===== config.mk =====
export PLATFORM = sky130hd
export DESIGN_NAME = pipeline_id_ex_reg
export DESIGN_NICKNAME = d
export VERILOG_FILES = /design/src/rtl/pipeline_id_ex_reg.sv
export SDC_FILE = /design/constraint.sdc
export NUM_CORES = 1
export LEC_CHECK = 0
export CAP_MARGIN = 20
export CORE_MARGIN = 1
export CORE_UTILIZATION = 30
export DETAILED_ROUTE_END_ITERATION = 8
export HOLD_SLACK_MARGIN = 0.03
export PLACE_DENSITY = 0.65
export SYNTH_ARGS = -nofsm -noshare
export SYNTH_HDL_FRONTEND = slang
export SYNTH_SLANG_ARGS = --single-unit

===== constraint.sdc =====
create_clock -name clk -period 3.15 [get_ports clk]
set_input_delay 0.4725 -clock clk [delete_from_list [all_inputs] [get_ports clk]]
set_output_delay 0.4725 -clock clk [all_outputs]
set_load 0.02 [all_outputs]

===== src/rtl/pipeline_id_ex_reg.sv =====
// ID/EX pipeline register: per-cycle reset / bubble / hold / load with WB refresh
// of held operands and saturating bubble, hold and issue counters.
module pipeline_id_ex_reg #(
  parameter int CNT_W = 16
) (
  input  logic             clk,
  input  logic             reset,
  input  logic             ID_EX_clear,
  input  logic             ID_EX_stall,
  input  logic [2:0]       ID_PCSrc,
  input  logic             ID_MemRd,
  input  logic             ID_MemWr,
  input  logic             ID_RegWr,
  input  logic             ID_ALUSrc1,
  input  logic             ID_ALUSrc2,
  input  logic             ID_Sign,
  input  logic [1:0]       ID_MemToReg,
  input  logic [1:0]       ID_RegDst,
  input  logic [5:0]       ID_ALUFun,
  input  logic [4:0]       ID_Rs,
  input  logic [4:0]       ID_Rt,
  input  logic [4:0]       ID_Rd,
  input  logic [4:0]       ID_Shamt,
  input  logic [31:0]      ID_BusA,
  input  logic [31:0]      ID_BusB,
  input  logic [31:0]      ID_Imm32,
  input  logic [31:0]      ID_PC4,
  input  logic             WB_RegWr,
  input  logic [4:0]       WB_Rd,
  input  logic [31:0]      WB_Data,
  output logic [2:0]       ID_EX_PCSrc,
  output logic             ID_EX_MemRd,
  output logic             ID_EX_MemWr,
  output logic             ID_EX_RegWr,
  output logic             ID_EX_ALUSrc1,
  output logic             ID_EX_ALUSrc2,
  output logic             ID_EX_Sign,
  output logic [1:0]       ID_EX_MemToReg,
  output logic [1:0]       ID_EX_RegDst,
  output logic [5:0]       ID_EX_ALUFun,
  output logic [4:0]       ID_EX_Rs,
  output logic [4:0]       ID_EX_Rt,
  output logic [4:0]       ID_EX_Rd,
  output logic [4:0]       ID_EX_Shamt,
  output logic [31:0]      ID_EX_BusA,
  output logic [31:0]      ID_EX_BusB,
  output logic [31:0]      ID_EX_Imm32,
  output logic [31:0]      ID_EX_PC4,
  output logic             ID_EX_Valid,
  output logic [CNT_W-1:0] bubble_cnt,
  output logic [CNT_W-1:0] hold_cnt,
  output logic [CNT_W-1:0] issue_cnt
);

  logic wb_hit;
  assign wb_hit = ID_EX_Valid && WB_RegWr && (WB_Rd != 5'd0);

  always_ff @(posedge clk) begin
    if (reset || !ID_EX_clear) begin
      // a bubble is an all-zero bundle, which decodes as a NOP
      ID_EX_PCSrc    <= '0;
      ID_EX_MemRd    <= 1'b0;
      ID_EX_MemWr    <= 1'b0;
      ID_EX_RegWr    <= 1'b0;
      ID_EX_ALUSrc1  <= 1'b0;
      ID_EX_ALUSrc2  <= 1'b0;
      ID_EX_Sign     <= 1'b0;
      ID_EX_MemToReg <= '0;
      ID_EX_RegDst   <= '0;
      ID_EX_ALUFun   <= '0;
      ID_EX_Rs       <= '0;
      ID_EX_Rt       <= '0;
      ID_EX_Rd       <= '0;
      ID_EX_Shamt    <= '0;
      ID_EX_BusA     <= '0;
      ID_EX_BusB     <= '0;
      ID_EX_Imm32    <= '0;
      ID_EX_PC4      <= '0;
      ID_EX_Valid    <= 1'b0;
    end else if (!ID_EX_stall) begin
      // held operands would otherwise go stale while WB retires their producer
      if (wb_hit && WB_Rd == ID_EX_Rs) ID_EX_BusA <= WB_Data;
      if (wb_hit && WB_Rd == ID_EX_Rt) ID_EX_BusB <= WB_Data;
    end else begin
      ID_EX_PCSrc    <= ID_PCSrc;
      ID_EX_MemRd    <= ID_MemRd;
      ID_EX_MemWr    <= ID_MemWr;
      ID_EX_RegWr    <= ID_RegWr;
      ID_EX_ALUSrc1  <= ID_ALUSrc1;
      ID_EX_ALUSrc2  <= ID_ALUSrc2;
      ID_EX_Sign     <= ID_Sign;
      ID_EX_MemToReg <= ID_MemToReg;
      ID_EX_RegDst   <= ID_RegDst;
      ID_EX_ALUFun   <= ID_ALUFun;
      ID_EX_Rs       <= ID_Rs;
      ID_EX_Rt       <= ID_Rt;
      ID_EX_Rd       <= ID_Rd;
      ID_EX_Shamt    <= ID_Shamt;
      ID_EX_BusA     <= ID_BusA;
      ID_EX_BusB     <= ID_BusB;
      ID_EX_Imm32    <= ID_Imm32;
      ID_EX_PC4      <= ID_PC4;
      ID_EX_Valid    <= 1'b1;
    end
  end

  always_ff @(posedge clk) begin
    if (reset) begin
      bubble_cnt <= '0;
      hold_cnt   <= '0;
      issue_cnt  <= '0;
    end else if (!ID_EX_clear) begin
      if (bubble_cnt != '1) bubble_cnt <= bubble_cnt + 1'b1;
    end else if (!ID_EX_stall) begin
      if (hold_cnt != '1) hold_cnt <= hold_cnt + 1'b1;
    end else begin
      if (issue_cnt != '1) issue_cnt <= issue_cnt + 1'b1;
    end
  end

endmodule


Yosys cells after proc, flatten, opt, wreduce, memory -nomap -nowiden

Cells that the tools add are included.
Widths: inputs -> output; s select.

Register bits after elaboration: 216
Output and inout bits: 216
Logic and storage cells: 48

Add/subtract/negate cells: 3
Equal/unequal tests: 5
Mux-type cells: 4
Bitwise operators: 2
Reduce and logical (&&, ||, !) cells: 12

Operators by type and width:

| cell                  | count |
|---|---|
| $mux 32               | 4 |
| $add 16x1->16 const B | 3 |
| $ne 16x16->1 const B  | 3 |
| $eq 5x5->1            | 2 |
| $reduce_and 3->1      | 2 |
| $reduce_bool 5->1     | 1 |
| $logic_and 1x1->1     | 4 |
| $reduce_bool 2->1     | 2 |
| $not 1->1             | 2 |
| $reduce_and 2->1      | 1 |
| $logic_not 1->1       | 1 |
| $logic_or 1x1->1      | 1 |

Longest topological paths before layout

Gate-level depths: netlist (run 1).

Word-level depth: 5
Depth in mapped cells: 6

Worst setup path before layout (run 1)

No wires, ideal clock.

Kind: reg2reg
From: register hold_cnt[0]
To: register hold_cnt[1]
Setup time: 115 ps
Arrival: 1844 ps
Data required time: 3035 ps
Setup slack: 1192 ps
Cell stages (with the launch flop): 7
Buffers on the path: 1
Cell sequence: dfxtp_1 > ha_1 > nand4_1 > nor4_4 > buf_2 > nor3b_1 > o21ba_1

Word-level cells in the longest chain between the ends: 2
Elaborated cells on any way between the ends: 3
Those cells by class: add/sub: 1; eq/ne: 1; reduce/logical: 1

Ends and longest elaborated chain:

| what                                                  | RTL line | RTL |
|---|---|---|
| start: declaration                                    | 51       | `output logic [CNT_W-1:0] hold_cnt,` |
| start signal: assignment                              | 115      | `if (hold_cnt != '1) hold_cnt <= hold_cnt + 1'b1;` |
| branches (longest 2 deep; another with $add 16x1->16) | n/a      |  |

Parallel ways; which one is timed is not known.
A chain may end at the register's enable or synchronous reset.

Final worst setup path (run 1)

From: register issue_cnt[4]
To: register issue_cnt[11]

Word-level cells in the longest chain between the ends: 2
Elaborated cells on any way between the ends: 3
Those cells by class: add/sub: 1; eq/ne: 1; reduce/logical: 1

Ends and longest elaborated chain:

| what                                                  | RTL line | RTL |
|---|---|---|
| start: declaration                                    | 52       | `output logic [CNT_W-1:0] issue_cnt` |
| start signal: assignment                              | 117      | `if (issue_cnt != '1) issue_cnt <= issue_cnt + 1'b1;` |
| branches (longest 2 deep; another with $add 16x1->16) | n/a      |  |

Parallel ways; which one is timed is not known.

==> impl_metrics.sql, run 1 <==
INSERT INTO impl_metrics (metric_group, metric, value, unit) VALUES
('sta', 'timing_worst_slew_pin_value', '990.5', 'ps'),
('die', 'row_count', '65', ''),
('critical_path', 'worst_r2r_endpoint', 'issue_cnt[11]', ''),
('clock_tree', 'register_clock_pin_slew_on_the_reported_worst_setup_and_hold_paths', '60', 'ps'),
('synth', 'async_reset_ff_frac', '0', ''),
('global_routing', 'grt_pass1_wl', '50070', 'µm'),
('die', 'die_height', '181.2', 'µm'),
('critical_path', 'cp_cell_sequence', 'nand4_1 > o41ai_2 > nor4_1 > mux2_2', ''),
('die', 'floorplan.die.width', '181.2', 'µm'),
('synth', 'synth-seq-area-share', '0.4488', ''),
('clock_tree', 'numCtsBuffers', '27', ''),
('sta', 'finClkSkew', '16.01', 'ps'),
('die', 'pin_count', '425', ''),
('critical_path', 'timing.critical_path.to_type', 'flip-flop', ''),
('critical_path', 'startpoint_type', 'flip-flop', ''),
('worst_hold_path', 'hold_path_class', 'in -> reg', ''),
('critical_path', 'r2r_setup_slack', '790', 'ps'),
('critical_path', 'timing.critical_path.arrival', '2780', 'ps'),
('layout', 'nNetsFinal', '1590', ''),
('synth', 'ys_seq_elements', '216', ''),
('layout', 'flow.area_growth_from_synthesis', '56.64', '%'),
('place', 'place.detailed.hpwl', '23410', 'µm'),
('critical_path', 'cp_max_fo', '12', ''),
('layout', 'insertedDiodeCount', '0', ''),
('synth', 'synthCells', '991', ''),
('synth', 'syn_area_per_cell', '9.722', 'µm²'),
('sta', 'fin_hold_ws', '445.8', 'ps'),
('global_routing', 'gr-usage-all-layers', '0.1912', ''),
('synth', 'yosys_warnings', '0', ''),
('clock_tree', 'cts_htree_levels', '1', ''),
('global_routing', 'antenna_found_initial', '0', ''),
('place', 'placement.cell_area', '14190', 'µm²'),
('pwr', 'clockPowerShare', '0.442', ''),
('critical_path', 'endpoint', 'issue_cnt[11]', ''),
('synth', 'postSynthNetCount', '1203', ''),
('die', 'die_area', '32840', 'µm²'),
('layout', 'final_layout_size_suffix_gt1_frac', '0.1032', ''),
('sta', 'final_hold_viol_count', '0', ''),
('critical_path', 'reg2regPathDepth', '4', ''),
('place', 'input_output_buffers', '424', ''),
('pwr', 'ir_worst_vdd', '383.2', 'µV'),
('sta', 'setup_viol', '0', ''),
('sta', 'max_slew_margin', '0.3324', ''),
('die', 'initial_core_util', '0.3053', ''),
('pwr', 'share_comb_of_total_power', '0.149', ''),
('clock_tree', 'postCtsSetupBuffers', '0', ''),
('clock_tree', 'clkLatencyLatePin', '530', 'ps'),
('critical_path', 'worstPathRequired', '3570', 'ps'),
('route', 'drt-wirelength-per-cell', '18.07', 'µm'),
('route', 'drt-vias-per-instance', '4.959', ''),
('critical_path', 'cp-startpoint', 'issue_cnt[4]', ''),
('layout', 'post_route_standard_cell_area_excluding_fillers', '15090', 'µm²'),
('critical_path', 'critical_path.max_stage_delay', '1010', 'ps'),
('synth', 'ys_dominant_reg_cell', 'sky130_fd_sc_hd__dfxtp_1', ''),
('status', 'outcome', 'completed', ''),
('sta', 'grt_setup_unrepaired', 'false', ''),
('sta', 'fin_crit', '2358', 'ps'),
('sta', 'final_max_slew_viol_count', '0', ''),
('die', 'core_area', '31560', 'µm²'),
('clock_tree', 'cts_hold_repair.buffers', '0', ''),
('place', 'place_congestion', '0.8129', ''),
('flow_run', 'cap_viol_max_count', '0', ''),
('clock_tree', 'cts.sinks', '216', ''),
('clock_tree', 'root_buf_cell', 'sky130_fd_sc_hd__clkbuf_16', ''),
('route', 'first_pass_iters', '4', ''),
('route', 'first_iter_violations', '378', ''),
('pwr', 'sequential_power_share', '0.409', ''),
('layout', 'mostFrequentLayoutCell', 'sky130_fd_sc_hd__clkdlybuf4s50_1', ''),
('synth', 'netlist-cell-type-count', '54', ''),
('critical_path', 'criticalPathCategory', 'reg -> reg', ''),
('layout', 'fillerInstances', '2947', '');
per-stage QoR:
| step | instances | power (µW) | util |
|---|---|---|---|
| finish | 1798 | 7023 | 0.4782 |
| global route | 1798 | 7333 | 0.4782 |
| CTS | 1798 | 7135 | 0.4782 |
| detailed placement | 1751 | 3983 | 0.4497 |
| global placement | 1751 | 3977 | 0.4497 |
| floorplan | 991 | 3436 | - |
final cells by class:
type | instances | area, µm² | area share
clock buffer | 38 | 797.0 | 0.05281
sequential | 216 | 4324 | 0.2865
inverter | 9 | 33.78 | 0.002239
clock inverter | 9 | 102.6 | 0.006799
tap | 402 | 503.0 | 0.03333
multi-input combinational | 686 | 4931 | 0.3268
timing repair buffer | 438 | 4399 | 0.2915
synthesized netlist by cell type, drive strengths merged, types with 2 or more instances:
master	count	area (µm²)
mux2i	106	1061
inv	9	33.78
xor2	7	61.31
and3	6	37.54
o41ai	2	25.03
o21ai	14	70.06
or4	12	93.84
and3b	3	26.28
a311oi	4	35.03
a211oi	129	1269
and2	2	12.51
nor2b	40	250.2
a21o	2	30.03
or3	14	87.58
nand2b	7	43.79
nor3b	3	22.52
nand3b	2	15.01
nor3	13	70.07
o31ai	10	75.07
nand3	15	75.07
a21oi	91	455.4
dfxtp	216	4324
nand2	12	45.04
buf	28	173.9
nor4	8	77.57
nand4	15	100.1
xnor2	4	35.03
a31oi	2	12.51
mux2	10	112.6
clkbuf	52	196.4
o211a	2	35.03
nor2	132	495.5
ha	3	37.54
and4	6	52.55
o211ai	2	15.01
cells by family after synthesis:
group / count (synthesis) / synth area share
AOI/OAI and AO/OA: 264 / 0.2156
adders and majority gates: 3 / 0.003897
DFF: 216 / 0.4488
and+or+nand+nor: 292 / 0.1579
buffers and inverters: 89 / 0.04195
muxes: 116 / 0.1218
xor gates and xnor gates: 11 / 0.01000
power by group through the flow:
stage          Sequential (µW)  Clock, µW  Combinational (µW)
2_1_floorplan             3030          0                 409
3_3_place_gp              2930          0                1050
3_5_place_dp              2930          0                1050
4_1_cts                   2870       3200                1060
5_1_grt                   2880       3330                1120
6_report                  2870       3100                1050
critical path: cells and delay by family, from the launching register on:
kind / cells / cell delay, ps
simple gates: 2 / 460
flops: 1 / 460
compound gates: 1 / 1010
mux: 1 / 310
how the worst min path moves through the flow:
stage | from | end | slack (ps) | cells after the start
3_3_place_gp | ID_EX_Imm32[29] | ID_EX_Imm32[29] | 470 | 2
3_5_place_dp | ID_EX_PC4[31] | ID_EX_PC4[31] | 480 | 2
2_1_floorplan | issue_cnt[15] | issue_cnt[15] | 560 | 2
6_report | ID_EX_stall | ID_EX_PC4[31] | 450 | 3
5_1_grt | ID_EX_stall | ID_EX_ALUSrc1 | 460 | 3
4_1_cts | ID_EX_stall | ID_EX_PC4[31] | 420 | 3
state kept, by name, indices dropped and copies added (netlist names), 2 cells and up:
signal and count:
ID_EX_ALUFun 6, ID_EX_BusA 32, ID_EX_BusB 32, ID_EX_Imm32 32
ID_EX_MemToReg 2, ID_EX_PC4 32, ID_EX_PCSrc 3, ID_EX_Rd 5
ID_EX_RegDst 2, ID_EX_Rs 5, ID_EX_Rt 5, ID_EX_Shamt 5
bubble_cnt 16, hold_cnt 16, issue_cnt 16
per-layer routing:
layer	track usage	routed length (µm)	vias to the layer above
met5	0	0	-
met4	0.04034	429	0
met3	0.06511	2981	25
met2	0.3514	16280	302
met1	0.2109	12800	4163
li1	-	-	4426
No activity file was read; power rests on OpenSTA's default activity.
==> inputs of run 2 (changes only) <==
==> constraint.sdc (replaced) <==
create_clock -name clk -period 2.45 [get_ports clk]
set_input_delay 0.3675 -clock clk [delete_from_list [all_inputs] [get_ports clk]]
set_output_delay 0.3675 -clock clk [all_outputs]
set_load 0.02 [all_outputs]
==> impl_metrics.sql, run 2 (synthesis gave the netlist of run 1 again) <==
INSERT INTO impl_metrics (metric_group, metric, value, unit) VALUES
('status', 'outcome', 'completed', ''),
('global_routing', 'grt_start_max_net_pins', '91', ''),
('route', 'first_pass_iters', '4', ''),
('clock_tree', 'cts.sinks', '216', ''),
('sta', 'max_slew_margin', '0.3878', ''),
('clock_tree', 'numCtsBuffers', '26', ''),
('route', 'final_antenna_net_count', '0', ''),
('sta', 'period_share', '0.8378', ''),
('critical_path', 'critical_path_buf_inv_count', '1', ''),
('die', 'die_height', '181.2', 'µm'),
('global_routing', 'grt_pass1_wl', '49700', 'µm'),
('layout', 'mostFrequentLayoutCells', 'sky130_fd_sc_hd__clkdlybuf4s50_1 (422), sky130_fd_sc_hd__dfxtp_1 (216), sky130_fd_sc_hd__nor2_1 (132)', ''),
('pwr', 'fin_total_pwr', '9317', 'µW'),
('flow_run', 'cap_viol_max_count', '0', ''),
('sta', 'grt_setup_unrepaired', 'false', ''),
('layout', 'final_layout_size_suffix_gt1_frac', '0.1146', ''),
('die', 'floorplan.die.width', '181.2', 'µm'),
('pwr', 'pwr_density_cell', '607.9', 'nW/µm²'),
('place', 'input_output_buffers', '424', ''),
('route', 'drt-vias-per-instance', '4.944', ''),
('sta', 'final_max_slew_viol_count', '0', ''),
('clock_tree', 'cts_htree_levels', '1', ''),
('pwr', 'ir_worst_vdd', '601.2', 'µV'),
('sta', 'timing.setup.tns', '0', 'ps'),
('clock_tree', 'clkLatencyLatePin', '520', 'ps'),
('route', 'first_iter_violations', '451', ''),
('pwr', 'p_leak', '0.005528', 'µW'),
('clock_tree', 'register_clock_pin_slew_on_the_reported_worst_setup_and_hold_paths', '60', 'ps'),
('clock_tree', 'tritoncts_clock_tree', 'done', ''),
('place', 'place.detailed.hpwl', '23600', 'µm'),
('sta', 'fin_crit', '2053', 'ps'),
('layout', 'fillerInstances', '2966', ''),
('worst_hold_path', 'hold_path_class', 'in -> reg', ''),
('clock_tree', 'clock_path_buffers', '3', ''),
('layout', 'flow.area_growth_from_synthesis', '59.09', '%'),
('sta', 'fin_hold_ws', '187.8', 'ps'),
('route', 'remaining_drc_errors', '0', ''),
('sta', 'maxClockFrequency', '487.2', 'MHz'),
('critical_path', 'critical_path.max_stage_delay', '690', 'ps'),
('layout', 'mostFrequentLayoutCell', 'sky130_fd_sc_hd__clkdlybuf4s50_1', ''),
('die', 'initial_core_util', '0.3053', ''),
('die', 'row_count', '65', ''),
('clock_tree', 'root_buf_cell', 'sky130_fd_sc_hd__clkbuf_16', ''),
('clock_tree', 'cts_hold_repair.buffers', '0', ''),
('global_routing', 'via_count_of_the_first_global_routing_pass', '8834', ''),
('sta', 'setup_viol', '0', ''),
('clock_tree', 'cts_repair_resize_count', '0', ''),
('layout', 'nNetsFinal', '1606', ''),
('die', 'pin_count', '425', ''),
('global_routing', 'gr-usage-all-layers', '0.1893', ''),
('route', 'drt-wirelength-per-cell', '17.75', 'µm'),
('place', 'place_congestion', '0.7852', ''),
('sta', 'final_hold_viol_count', '0', ''),
('die', 'die_area', '32840', 'µm²'),
('sta', 'finClkSkew', '7.805', 'ps'),
('critical_path', 'timing.critical_path.to_type', 'output port', ''),
('die', 'core_area', '31560', 'µm²'),
('route', 'finalWirelength', '32310', 'µm'),
('route', 'num_vias', '8998', ''),
('critical_path', 'worstPathRequired', '2080', 'ps'),
('critical_path', 'criticalPathCategory', 'reg -> out', ''),
('critical_path', 'library_cell_contributing_the_largest_single_delay_on_the_critical_path', 'sky130_fd_sc_hd__clkdlybuf4s50_1', ''),
('critical_path', 'startpoint_type', 'flip-flop', ''),
('global_routing', 'globalRouteOverflowTotal', '0', ''),
('critical_path', 'cp_max_fo', '8', ''),
('global_routing', 'antenna_found_initial', '4', ''),
('critical_path', 'timing.critical_path.arrival', '1690', 'ps'),
('critical_path', 'cp_cell_sequence', 'clkdlybuf4s50_1', ''),
('clock_tree', 'postCtsSetupBuffers', '0', ''),
('critical_path', 'delay_heaviest_family_cp', 'buffers and inverters', ''),
('sta', 'timing_worst_slew_pin_value', '918.4', 'ps');
run 2: changes by cell type in the layout (fill, tap and decap cells not counted), sizes merged:
| cell | before | now |
|---|---|---|
| buf | 16 | 33 |
| diode | 0 | 5 |
| clkbuf | 38 | 34 |
| bufinv | 2 | 5 |
| clkinv | 6 | 4 |
| clkinvlp | 0 | 2 |
| inv | 10 | 11 |
run 2: worst paths after layout:
kind                                    start       endpoint  slack [ps]  cells past startpoint
worst min register to register  ID_EX_PC4[30]  ID_EX_PC4[30]         490                      2
worst min-delay path              ID_EX_stall  ID_EX_PC4[31]         190                      3
worst max register to register    hold_cnt[0]    hold_cnt[5]         470                      6
worst max-delay path             hold_cnt[11]   hold_cnt[11]         400                      1
run 2: worst min-delay path: stages:
cell and delay, ps:
sky130_fd_sc_hd__buf_8 140, sky130_fd_sc_hd__mux2i_1 90, sky130_fd_sc_hd__nor2_1 70
run 2: layout make-up:
| class | count | area, µm² | share of cell area |
|---|---|---|---|
| Clock buffer | 34 | 752.0 | 0.04906 |
| Timing Repair Buffer | 455 | 4564 | 0.2978 |
| Clock inverter | 13 | 206.4 | 0.01347 |
| Sequential cell | 216 | 4324 | 0.2821 |
| Antenna cell | 5 | 12.51 | 0.0008163 |
| Tap cell | 402 | 503.0 | 0.03282 |
| Multi-Input combinational cell | 686 | 4931 | 0.3217 |
| Inverter | 9 | 33.78 | 0.002204 |
run 2: power by group:
part / switching (µW) / total [µW] / internal [µW]
logic: 655 / 1370 / 719
registers: 68.6 / 3690 / 3620
clock network: 1560 / 4250 / 2690
run 2: layer usage:
metal  global-route usage  share of wire  wire (µm)
met1               0.2129           0.39      12690
met2               0.3342           0.50      16020
met3              0.06491          0.086       2765
met4              0.05898          0.026        831
met5                    0              0          0
run 2: metrics by stage:
step / setup WS [ps] / std cells / area [µm²] / util
after floorplan: 491.5 / 991 / 9634 / -
after global placement: -68.72 / 1768 / 14360 / 0.4550
after detailed placement: -142.7 / 1768 / 14360 / 0.4550
after CTS: 367.4 / 1815 / 15310 / 0.4853
after global routing: 346.7 / 1820 / 15330 / 0.4857
final: 397.5 / 1820 / 15330 / 0.4857
==> inputs of run 3 (changes only) <==
--- a/config.mk
+++ b/config.mk
@@ -10,7 +10,7 @@
 export CORE_UTILIZATION = 30
 export DETAILED_ROUTE_END_ITERATION = 8
 export HOLD_SLACK_MARGIN = 0.03
-export PLACE_DENSITY = 0.65
+export PLACE_DENSITY = 0.67
 export SYNTH_ARGS = -nofsm -noshare
 export SYNTH_HDL_FRONTEND = slang
 export SYNTH_SLANG_ARGS = --single-unit
==> constraint.sdc (replaced) <==
create_clock -name clk -period 1.8 [get_ports clk]
set_input_delay 0.27 -clock clk [delete_from_list [all_inputs] [get_ports clk]]
set_output_delay 0.27 -clock clk [all_outputs]
set_load 0.02 [all_outputs]
==> impl_metrics.sql, run 3 (synthesis gave the netlist of run 1 again) <==
INSERT INTO impl_metrics (metric_group, metric, value, unit) VALUES
('critical_path', 'worst_r2r_endpoint', 'ID_EX_BusB[16]', ''),
('pwr', 'share_comb_of_total_power', '0.161', ''),
('critical_path', 'library_cell_contributing_the_largest_single_delay_on_the_critical_path', 'sky130_fd_sc_hd__or4_4', ''),
('die', 'row_count', '65', ''),
('critical_path', 'r2r_setup_slack', '80', 'ps'),
('critical_path', 'criticalPathCategory', 'in -> reg', ''),
('route', 'remaining_drc_errors', '0', ''),
('route', 'drt-vias-per-instance', '5.037', ''),
('sta', 'finClkSkew', '8.833', 'ps'),
('die', 'core_area', '31560', 'µm²'),
('clock_tree', 'clkLatencyLatePin', '530', 'ps'),
('global_routing', 'gr-usage-all-layers', '0.1934', ''),
('route', 'maxUsedRoutingLayer', 'met4', ''),
('status', 'violations', 'negative setup slack', ''),
('pwr', 'sequential_power_share', '0.417', ''),
('clock_tree', 'tritoncts_clock_tree', 'done', ''),
('sta', 'max_slew_margin', '0.5220', ''),
('place', 'place.detailed.hpwl', '24360', 'µm'),
('sta', 'period_share', '1.001', ''),
('clock_tree', 'register_clock_pin_slew_on_the_reported_worst_setup_and_hold_paths', '60', 'ps'),
('global_routing', 'grt_pass1_wl', '50860', 'µm'),
('layout', 'flow.area_growth_from_synthesis', '66.29', '%'),
('critical_path', 'timing.critical_path.to_type', 'flip-flop', ''),
('pwr', 'p_leak', '0.007373', 'µW'),
('layout', 'mostFrequentLayoutCell', 'sky130_fd_sc_hd__clkdlybuf4s50_1', ''),
('sta', 'final_max_slew_viol_count', '0', ''),
('global_routing', 'antenna_found_initial', '1', ''),
('die', 'pin_count', '425', ''),
('flow_run', 'cap_viol_max_count', '0', ''),
('sta', 'fin_crit', '1802', 'ps'),
('critical_path', 'dominant_cell_type_by_count_on_the_critical_path', 'sky130_fd_sc_hd__buf_4', ''),
('worst_hold_path', 'hold-path-cell-count', '3', ''),
('pwr', 'pwr_density_cell', '752.3', 'nW/µm²'),
('critical_path', 'startpoint_type', 'input pin', ''),
('critical_path', 'timing.critical_path.arrival', '2200', 'ps'),
('critical_path', 'reg2regPathDepth', '7', ''),
('sta', 'finalWorstSetupSlack', '-1.555', 'ps'),
('pwr', 'fin_total_pwr', '12050', 'µW'),
('clock_tree', 'clock_path_buffers', '3', ''),
('clock_tree', 'numCtsBuffers', '25', ''),
('place', 'place_inst', '1814', ''),
('clock_tree', 'cts_htree_levels', '1', ''),
('route', 'final_antenna_net_count', '0', ''),
('worst_hold_path', 'hold_path_class', 'in -> reg', ''),
('pwr', 'swShare', '0.2603', ''),
('route', 'first_pass_iters', '4', ''),
('die', 'initial_core_util', '0.3053', ''),
('die', 'die_height', '181.2', 'µm'),
('route', 'met3WireLength', '2880', 'µm'),
('clock_tree', 'root_buf_cell', 'sky130_fd_sc_hd__clkbuf_16', ''),
('route', 'dr_wl_met2', '17310', 'µm'),
('global_routing', 'grt_start_max_net_pins', '131', ''),
('global_routing', 'via_count_of_the_first_global_routing_pass', '9192', ''),
('pwr', 'internal_power', '8915', 'µW'),
('sta', 'timing_worst_slew_pin_value', '716.9', 'ps'),
('clock_tree', 'cts.sinks', '216', ''),
('die', 'die_area', '32840', 'µm²'),
('place', 'preCtsSetupSlack', '-584.4', 'ps'),
('layout', 'final_layout_size_suffix_gt1_frac', '0.1888', ''),
('layout', 'nNetsFinal', '1655', ''),
('sta', 'grt_setup_unrepaired', 'true', ''),
('layout', 'final_standard_cell_count_with_taps_included_and_fillers_excluded', '1865', ''),
('critical_path', 'cp_cell_sequence', 'clkdlybuf4s50_1 > buf_4 > or4_4 > o211a_4 > buf_4 > a211oi_1 > a211oi_2', ''),
('global_routing', 'globalRouteOverflowTotal', '0', ''),
('layout', 'postLayoutCoreUtil', '0.5077', ''),
('layout', 'fillerInstances', '2908', ''),
('place', 'input_output_buffers', '424', ''),
('route', 'first_iter_violations', '413', ''),
('worst_hold_path', 'whs_endpoint', 'bubble_cnt[3]', ''),
('route', 'finalWirelength', '34160', 'µm'),
('status', 'outcome', 'finished, violations left', ''),
('route', 'drt-wirelength-per-cell', '18.32', 'µm'),
('layout', 'mostFrequentLayoutCells', 'sky130_fd_sc_hd__clkdlybuf4s50_1 (266), sky130_fd_sc_hd__dfxtp_1 (209), sky130_fd_sc_hd__nor2_1 (132)', ''),
('critical_path', 'r2r_start', 'ID_EX_Rt[4]', ''),
('layout', 'multi_input_area', '5308', 'µm²'),
('critical_path', 'critical_path.max_stage_delay', '550', 'ps'),
('pwr', 'p_sw', '3137', 'µW'),
('critical_path', 'worstPathRequired', '2200', 'ps'),
('sta', 'final_hold_viol_count', '0', ''),
('sta', 'maxClockFrequency', '555.1', 'MHz'),
('sta', 'setup_viol', '1', ''),
('route', 'total_routed_wire_length_on_the_met1_layer', '13390', 'µm'),
('sta', 'timing.setup.tns', '-1.555', 'ps'),
('layout', 'sequential_cell_area', '4333', 'µm²'),
('critical_path', 'delay_heaviest_family_cp', 'buffers and inverters', ''),
('clock_tree', 'cts_hold_repair.buffers', '0', ''),
('critical_path', 'cp_max_fo', '11', ''),
('pwr', 'clockPowerShare', '0.421', ''),
('worst_hold_path', 'holdCritStartpoint', 'reset', ''),
('die', 'floorplan.die.width', '181.2', 'µm'),
('place', 'place_congestion', '0.8006', ''),
('route', 'num_vias', '9394', ''),
('critical_path', 'critical_path_buf_inv_count', '3', ''),
('pwr', 'ir_worst_vdd', '651.7', 'µV');
==> run 3: changes by cell type in the layout (fill, tap and decap cells not counted), sizes merged, moves of 2 or more <==
| cell | before | now |
|---|---|---|
| a21o | 2 | 4 |
| clkbuf | 34 | 37 |
| dlygate4sd2 | 0 | 88 |
| dlymetal6s2s | 0 | 68 |
| bufinv | 5 | 1 |
| buf | 33 | 81 |
| diode | 5 | 1 |
| clkdlybuf4s50 | 422 | 266 |
==> run 3: final cells by class <==
cell class	count	area share
multi-input combinational	688	0.3313
clock inverter	9	0.004920
sequential	216	0.2705
inverter	9	0.002109
tap	402	0.03140
timing repair buffer	503	0.3134
clock buffer	37	0.04624
antenna	1	0.0001562
==> run 3: repair_timing <==
| action | 4_1_cts | 5_1_grt |
|---|---|---|
| gates resized for setup | 92 | 135 |
| endpoints found under the hold margin | 0 | 0 |
| setup buffers | 0 | 2 |
| pin swaps | 0 | 3 |
| endpoints found under the setup margin | 112 | 117 |
| gates cloned | 1 | 1 |
==> run 3: metrics by stage <==
stage,instance area (µm²),hold slack [ps]
2_1_floorplan,9651,417.2
3_3_place_gp,14740,471.4
3_5_place_dp,14740,484.3
4_1_cts,15480,171.0
5_1_grt,16020,191.5
6_report,16020,194.0
==> run 3: worst max-delay path by stage <==
| stage | startpoint | endpoint | slack, ps | cells past startpoint |
|---|---|---|---|---|
| after floorplan | bubble_cnt[0] | bubble_cnt[10] | -3 | 6 |
| after global placement | WB_Rd[1] | ID_EX_BusB[0] | -560 | 6 |
| after detailed placement | WB_Rd[1] | ID_EX_BusA[21] | -580 | 7 |
| after CTS | WB_Rd[1] | ID_EX_BusB[13] | -30 | 7 |
| after global routing | WB_Rd[1] | ID_EX_BusA[2] | -40 | 7 |
| final | WB_Rd[1] | ID_EX_BusA[5] | -2 | 7 |
==> run 3: per-layer routing <==
layer  track usage  vias to the layer above
met5             0                        -
met4       0.04441                        0
met3       0.06108                       42
met2        0.3525                      319
met1        0.2176                     4477
li1              -                     4556
==> run 3: tightest hold or removal path: cells and delay by family <==
kind | cells | cell delay (ps)
mux | 1 | 140
buf+inv | 1 | 180
simple gates | 1 | 100
==> run 3: power groups by stage <==
stage          logic, µW  clock network (µW)  registers, µW
2_1_floorplan        716                   0           5300
3_3_place_gp        1880                   0           5120
3_5_place_dp        1900                   0           5120
4_1_cts             1890                5210           5020
5_1_grt             2060                5410           5050
6_report            1940                5080           5030
